--- src/rtl/pc_ras_if.sv ---
// Fetch-control bundle between the control decoder and the program counter.
interface pc_ras_if #(
  parameter int WIDTH     = 12,
  parameter int RAS_DEPTH = 4
);
  localparam int CW = $clog2(RAS_DEPTH) + 1;

  logic             stall;
  logic             reljump_en;
  logic             absjump_en;
  logic             call_en;
  logic             ret_en;
  logic             halt_en;
  logic [WIDTH-1:0] target;
  logic [WIDTH-1:0] prog_ctr;
  logic [CW-1:0]    ras_count;
  logic             ras_overflow;
  logic             ras_underflow;
  logic             halted;

  // Decoder side: drives controls, observes the fetch address and stack status.
  modport master (
    output stall, reljump_en, absjump_en, call_en, ret_en, halt_en, target,
    input  prog_ctr, ras_count, ras_overflow, ras_underflow, halted
  );

  // Program-counter side.
  modport slave (
    input  stall, reljump_en, absjump_en, call_en, ret_en, halt_en, target,
    output prog_ctr, ras_count, ras_overflow, ras_underflow, halted
  );
endinterface

--- src/rtl/pc_ras.sv ---
// Fetch-stage program counter with a circular return-address stack.
// One update per cycle, chosen by fixed priority: halt, ret, call, rel, abs, inc.
module pc_ras #(
  parameter int WIDTH      = 12,
  parameter int RAS_DEPTH  = 4,
  parameter int RESET_ADDR = 0
) (
  input  logic     clk,
  input  logic     reset,
  pc_ras_if.slave  bus
);
  localparam int PW = $clog2(RAS_DEPTH);
  localparam int CW = PW + 1;
  localparam logic [CW-1:0]    FULL   = CW'(RAS_DEPTH);
  localparam logic [WIDTH-1:0] RST_PC = WIDTH'(RESET_ADDR);

  typedef enum logic {RUN, HALTED} state_t;

  state_t                          state_q, state_d;
  logic [WIDTH-1:0]                pc_q, pc_d, pc_inc;
  logic [CW-1:0]                   cnt_q, cnt_d;
  logic [PW-1:0]                   top_q, top_d, push_ptr;
  logic                            ovf_q, ovf_d;
  logic                            unf_q, unf_d;
  logic [RAS_DEPTH-1:0][WIDTH-1:0] stack_q, stack_d;

  // Next-state selection; a full stack simply wraps the push pointer onto the oldest entry.
  always_comb begin
    state_d  = state_q;
    pc_d     = pc_q;
    cnt_d    = cnt_q;
    top_d    = top_q;
    ovf_d    = ovf_q;
    unf_d    = unf_q;
    stack_d  = stack_q;
    pc_inc   = pc_q + WIDTH'(1);
    push_ptr = top_q + PW'(1);
    if (state_q == RUN && !bus.stall) begin
      if (bus.halt_en) begin
        state_d = HALTED;
      end else if (bus.ret_en) begin
        if (cnt_q != '0) begin
          pc_d  = stack_q[top_q];
          top_d = top_q - PW'(1);
          cnt_d = cnt_q - CW'(1);
        end else begin
          unf_d = 1'b1;
          pc_d  = pc_inc;
        end
      end else if (bus.call_en) begin
        stack_d[push_ptr] = pc_inc;
        top_d             = push_ptr;
        pc_d              = bus.target;
        if (cnt_q == FULL) ovf_d = 1'b1;
        else               cnt_d = cnt_q + CW'(1);
      end else if (bus.reljump_en) begin
        pc_d = pc_q + bus.target;
      end else if (bus.absjump_en) begin
        pc_d = bus.target;
      end else begin
        pc_d = pc_inc;
      end
    end
  end

  // Control state, PC, pointer and sticky flags.
  always_ff @(posedge clk or negedge reset) begin
    if (!reset) begin
      state_q <= RUN;
      pc_q    <= RST_PC;
      cnt_q   <= '0;
      top_q   <= '0;
      ovf_q   <= 1'b0;
      unf_q   <= 1'b0;
    end else begin
      state_q <= state_d;
      pc_q    <= pc_d;
      cnt_q   <= cnt_d;
      top_q   <= top_d;
      ovf_q   <= ovf_d;
      unf_q   <= unf_d;
    end
  end

  // Stack storage; contents are meaningless until pushed, so no reset.
  always_ff @(posedge clk) begin
    stack_q <= stack_d;
  end

  assign bus.prog_ctr      = pc_q;
  assign bus.ras_count     = cnt_q;
  assign bus.ras_overflow  = ovf_q;
  assign bus.ras_underflow = unf_q;
  assign bus.halted        = (state_q == HALTED);
endmodule

--- src/flat_wrapper.sv ---
// flat-port wrapper written by rule: the top's interface ports become plain ports
module pc_ras_flat 
#(
  parameter int WIDTH      = 12,
  parameter int RAS_DEPTH  = 4,
  parameter int RESET_ADDR = 0
)
  (clk, reset, bus_stall, bus_reljump_en, bus_absjump_en, bus_call_en, bus_ret_en, bus_halt_en, bus_target, bus_prog_ctr, bus_ras_count, bus_ras_overflow, bus_ras_underflow, bus_halted);
  pc_ras_if #(.WIDTH(WIDTH), .RAS_DEPTH(RAS_DEPTH)) bus_i ();
  input  logic clk;
  input  logic reset;
  input wire logic [$bits(bus_i.stall)-1:0] bus_stall;
  input wire logic [$bits(bus_i.reljump_en)-1:0] bus_reljump_en;
  input wire logic [$bits(bus_i.absjump_en)-1:0] bus_absjump_en;
  input wire logic [$bits(bus_i.call_en)-1:0] bus_call_en;
  input wire logic [$bits(bus_i.ret_en)-1:0] bus_ret_en;
  input wire logic [$bits(bus_i.halt_en)-1:0] bus_halt_en;
  input wire logic [$bits(bus_i.target)-1:0] bus_target;
  output wire logic [$bits(bus_i.prog_ctr)-1:0] bus_prog_ctr;
  output wire logic [$bits(bus_i.ras_count)-1:0] bus_ras_count;
  output wire logic [$bits(bus_i.ras_overflow)-1:0] bus_ras_overflow;
  output wire logic [$bits(bus_i.ras_underflow)-1:0] bus_ras_underflow;
  output wire logic [$bits(bus_i.halted)-1:0] bus_halted;
  assign bus_i.stall = bus_stall;
  assign bus_i.reljump_en = bus_reljump_en;
  assign bus_i.absjump_en = bus_absjump_en;
  assign bus_i.call_en = bus_call_en;
  assign bus_i.ret_en = bus_ret_en;
  assign bus_i.halt_en = bus_halt_en;
  assign bus_i.target = bus_target;
  assign bus_prog_ctr = bus_i.prog_ctr;
  assign bus_ras_count = bus_i.ras_count;
  assign bus_ras_overflow = bus_i.ras_overflow;
  assign bus_ras_underflow = bus_i.ras_underflow;
  assign bus_halted = bus_i.halted;
  pc_ras #(.WIDTH(WIDTH), .RAS_DEPTH(RAS_DEPTH), .RESET_ADDR(RESET_ADDR)) u_core (.clk(clk), .reset(reset), .bus(bus_i));
endmodule
--- config.mk ---
export PLATFORM = sky130hd
export DESIGN_NAME = pc_ras_flat
export DESIGN_NICKNAME = d
export VERILOG_FILES = /design/src/rtl/pc_ras_if.sv /design/src/rtl/pc_ras.sv /design/src/flat_wrapper.sv
export SDC_FILE = /design/constraint.sdc
export NUM_CORES = 1
export LEC_CHECK = 0
export CAP_MARGIN = 5
export CORE_MARGIN = 1.5
export CORE_UTILIZATION = 43
export CTS_CLUSTER_SIZE = 12
export DETAILED_ROUTE_END_ITERATION = 8
export PLACE_DENSITY = 0.66
export SLEW_MARGIN = 20
export SYNTH_ARGS = -nofsm -noshare
export SYNTH_HDL_FRONTEND = slang
export SYNTH_SLANG_ARGS = --single-unit
export TNS_END_PERCENT = 30
--- constraint.sdc ---
create_clock -name clk -period 5.6 [get_ports clk]
set_input_delay 1.12 -clock clk [delete_from_list [all_inputs] [get_ports clk]]
set_output_delay 1.12 -clock clk [all_outputs]
set_load 0.05 [all_outputs]
# Word level (Yosys, flattened, before mapping)
# Index checks and enable logic that the tools add are counted.
[word_totals] reg_bits=68 in_bits=20 output_inout_bits=18 wordCells=55
[classes] n_addsub=6 magnitude_cmp=3 n_eq_ne=3 n_mux=17 bitwise=4 reduce_logical=12
[ops] operator="$mux 12" n=7
[ops] operator="$bwmux 48" n=1
[ops] operator="$bmux 12 s2" n=1
[ops] operator="$demux 12 s2" n=1
[ops] operator="$add 12x1->12 const B" n=1
[ops] operator="$add 12x12->12" n=1
[ops] operator="$mux 3" n=4
[ops] operator="$reduce_and 4->1" n=3
[ops] operator="$reduce_and 5->1" n=2
[ops] operator="$lt 2x3->1 const B" n=2
[ops] operator="$mux 2" n=3
[ops] operator="$not 1->1" n=4
[ops] operator="$reduce_and 2->1" n=2
[ops] operator="$add 3x1->3 const B" n=1
[ops] operator="$eq 3x3->1 const B" n=1
[ops] operator="$reduce_bool 3->1" n=1
[ops] operator="$sub 3x1->3 const B" n=1
[ops] operator="$add 2x1->2 const B" n=1
[ops] operator="$ge 2x1->1 const B" n=1
[ops] operator="$logic_and 1x1->1" n=2
[ops] operator="$ne 2x1->1 const B" n=1
[ops] operator="$ne 2x2->1 const B" n=1
[ops] operator="$reduce_bool 2->1" n=1
[ops] operator="$sub 2x1->2 const B" n=1
[ops] operator="$logic_not 1->1" n=1

# Depth between registers and ports, before layout
[depth] depth_word=6 mapped_depth=9

# Worst setup path before layout
# OpenSTA, ideal clock, no wires.
[synth_timing] kind="input to register" startpoint="in bus_target[0]" endpoint="reg u_core.pc_q[8], in the netlist u_core.bus.prog_ctr[8]" setup_ns=0.132 t_arrival_ns=2.619 required_ns=5.468 setup_slack_ns=2.848 cell_stages=9 n_path_buf=0 path_cell_list="ha_1 inv_1 fa_1 nand2b_1 a21oi_1 nor2_1 o21ai_0 mux2i_1 o21ai_0"
[synth_via] elab_chain_len=4
[synth_rtl] element="start: declaration" line="flat_wrapper.sv:18" text="input wire logic [$bits(bus_i.target)-1:0] bus_target;"
[synth_rtl] element="$add 12x12->12" line="pc_ras.sv:57" text="pc_d = pc_q + bus.target;"
[synth_rtl] element="$mux 12" line="pc_ras.sv:56" text="end else if (bus.reljump_en) begin"
[synth_rtl] element="$mux 12" line="pc_ras.sv:50" text="end else if (bus.call_en) begin"
[synth_rtl] element="$mux 12" line="pc_ras.sv:41" text="end else if (bus.ret_en) begin"
[synth_rtl] element="end signal: assignment" line="pc_ras.sv:77" text="pc_q <= pc_d;"
[synth_rtl] element="end: declaration" line="pc_ras.sv:20" text="logic [WIDTH-1:0] pc_q, pc_d, pc_inc;"
# No other way between the ends.
# A chain may end at the register's enable or synchronous reset.

# Worst setup path after layout
[layout_timing] startpoint="in bus_target[0]" endpoint="reg u_core.pc_q[10], in the netlist u_core.bus.prog_ctr[10]"
# The elaborated chain is that of the path after synthesis.

==> reports/metrics.csv <==
metric;value;unit
status;finished, final reports clean;
critical_path_class;in -> reg;
synthTopCellsByCount;48 x edfxtp_1, 27 x nor2_1, 25 x nand2_1, 22 x a21oi_1, 20 x dfrtp_1;
cp-end-kind;flip-flop;
dp.cells;475;
skew;10.1;ps
p_comb_frac;0.381;
area_growth;14.4;%
antenna_found_initial;0;
hold_buffers;0;
fmax;300;MHz
vias;3034;
min_period;3330;ps
ant_nets;0;
power.total;1.68;mW
cts_resized;0;
synthTopCellsByArea;edfxtp_1 36%, dfrtp_1 13%, mux4_2 6.8%;
ys.flop_type;edfxtp_1;
p_sw;0.662;mW
synth_area;0.00399;sq mm
start_util;0.450;
root_buffer;clkbuf_8;
fill_cells;797;
numPortBuffers;37;
setup-violations-final;0;
hold_violations;0;
path_buf_inv;2;
cts.sinks;68;
critPathRequiredTime;5820;ps
cp_cell_sequence;clkdlybuf4s50_1 -> ha_1 -> inv_1 -> fa_1 -> nand2b_1 -> a21oi_1 -> nor2_1 -> o21ai_0 -> xnor2_1 -> o22ai_1;
synth_seq_cells;68;
cpMaxStageDelayCell;clkdlybuf4s50_1;
worstMarginPinSlew;965;ps
cts.clk_slew.worst_paths;70;ps
synthArstFlopShare;0.294;
yosysMostFrequentCell;edfxtp_1;
routedWlPerCell;20.3;microns
ios;38;
place_area;0.00440;sq mm
max-cap-violations;0;
gp_congestion;0.916;
leakage;1.66;nW
synth_simple_gate_area_frac;0.124;
synth_top_cell_area_share;0.362;
synth_cell_types;58;
p_per_area;368;mW/mm^2
synth_compound_area_frac;0.160;
wl_met2;4610;microns
whs;464;ps
design_area;0.00456;sq mm
min_path_type;reg -> reg;
top_layer;met4;
relSlewSlack;0.354;
post_cts_buffers;0;
rows;34;
cts_tree;built;
clock_path_buffers;2;
p_int;1.02;mW
fin_crit_sh;0.595;
tns;0;ps
rsz0062_at_grt;no;
grt_pass1_wl;16200;microns
synthAdderAreaFrac;0.0603;
fin_cells;491;
cp_max_fo;3;
drc_errors;0;
cts_buffers;9;
irDropWorstVdd;0.200;mV
die_w;99.3;microns
gr-usage-all-layers;0.216;
htree_num_levels;3;
clock_latency;340;ps
power_frac_clock;0.204;
grt_pass1_vias;3037;
die_y;99.3;microns
critical_path.top_delay_family;compound AO/OA/AOI/OAI gates;
synth_top_area_cell;edfxtp_1;
grt_max_degree;26;
syn_area_per_cell;11.6;sq um
drt_iter0_markers;210;
synth_xor_area_frac;0.0458;
power_frac_seq;0.416;
die_area;0.00985;sq mm
fin_ws;2270;ps
core_area;0.00885;sq mm
max_stage_delay;530;ps
synth_top_family_by_area;compound AO/OA/AOI/OAI gates;
fin_util;0.515;
synth_edf_count;48;
synth-seq-area-share;0.487;
n_antenna_cell;0;
syn_nets;383;
grt.overflow.total;0;
via_per_inst;6.18;
num-nets-final;416;
pre_cts_ws;1990;ps
met1_length;4220;microns
routed_wl;9950;microns
drv_slew;0;
drive_gt1_frac;0.107;
route.met3.wl;874;microns
arrival;3550;ps
hpwlAfterDp;7070;microns
crit_path_start_kind;input pin;
p_sw_frac;0.394;
synth_cells;345;
first_pass_iters;5;
yosys_warnings;0;
synthMuxAreaShare;0.0838;
## kinds of logic after synthesis
logic type      after synthesis
simple gates                 97
compound gates               94
flops                        68
buf+inv                      30
xor+xnor                     20
mux                          18
fa+ha+maj                    18
## worst paths after layout
check                                              start                  endpoint  slack (ps)  cells after the start
worst max-delay path                       bus_target[0]   u_core.bus.prog_ctr[10]        2270                     10
worst min-delay path            u_core.bus.ras_underflow  u_core.bus.ras_underflow         460                      1
worst max register to register    u_core.bus.prog_ctr[0]   u_core.bus.prog_ctr[10]        3000                      9
worst min register to register  u_core.bus.ras_underflow  u_core.bus.ras_underflow         460                      1
max in group asynchronous                          reset    u_core.bus.prog_ctr[7]        4490                      1
min in group asynchronous                          reset    u_core.bus.prog_ctr[1]         750                      1
## state kept, by name, indices dropped and copies added (netlist names)
name,count
u_core.top_q,2
u_core.bus.halted,1
u_core.stack_q,48
u_core.bus.ras_underflow,1
u_core.bus.ras_count,3
u_core.bus.ras_overflow,1
u_core.bus.prog_ctr,12
## power groups by stage
stage / combinational, mW / clock, mW / sequential, mW
2_1_floorplan: 0.385 / 0 / 0.762
3_3_place_gp: 0.626 / 0 / 0.707
3_5_place_dp: 0.634 / 0 / 0.708
4_1_cts: 0.636 / 0.352 / 0.698
5_1_grt: 0.692 / 0.375 / 0.706
6_report: 0.639 / 0.342 / 0.698
## metal layers
| layer | up-vias | GRT usage |
|---|---|---|
| met4 | 0 | 0.0748 |
| met2 | 161 | 0.341 |
| met1 | 1473 | 0.290 |
| met5 | - | 0 |
| li1 | 1376 | - |
| met3 | 24 | 0.0604 |
## cells in the final DEF (no fill, tap or decap), types with 6 or more instances in the layout
master           netlist  final
a211oi_1               6      6
a21oi_1               22     22
clkbuf_8               0      9
clkdlybuf4s50_1        0     36
dfrtp_1               20     20
edfxtp_1              48     48
ha_1                  16     16
inv_1                 14     14
mux4_2                12     12
nand2_1               25     25
nand3_1                8      8
nor2_1                27     27
nor2b_1                6      6
nor3_1                11     10
o211ai_1               8      8
o21ai_0               19     19
xnor2_1               10     10
xor2_1                 9      9
## final cells by class
type / count / area, sq um / area share
Clock buffer: 11 / 131 / 0.0288
Clock inverter: 5 / 31.3 / 0.00686
Inverter: 14 / 52.6 / 0.0115
Multi-Input combinational cell: 247 / 1890 / 0.415
Sequential cell: 68 / 1940 / 0.426
Tap cell: 108 / 135 / 0.0296
Timing Repair Buffer: 38 / 373 / 0.0818
No activity file was read; power rests on OpenSTA's default activity.
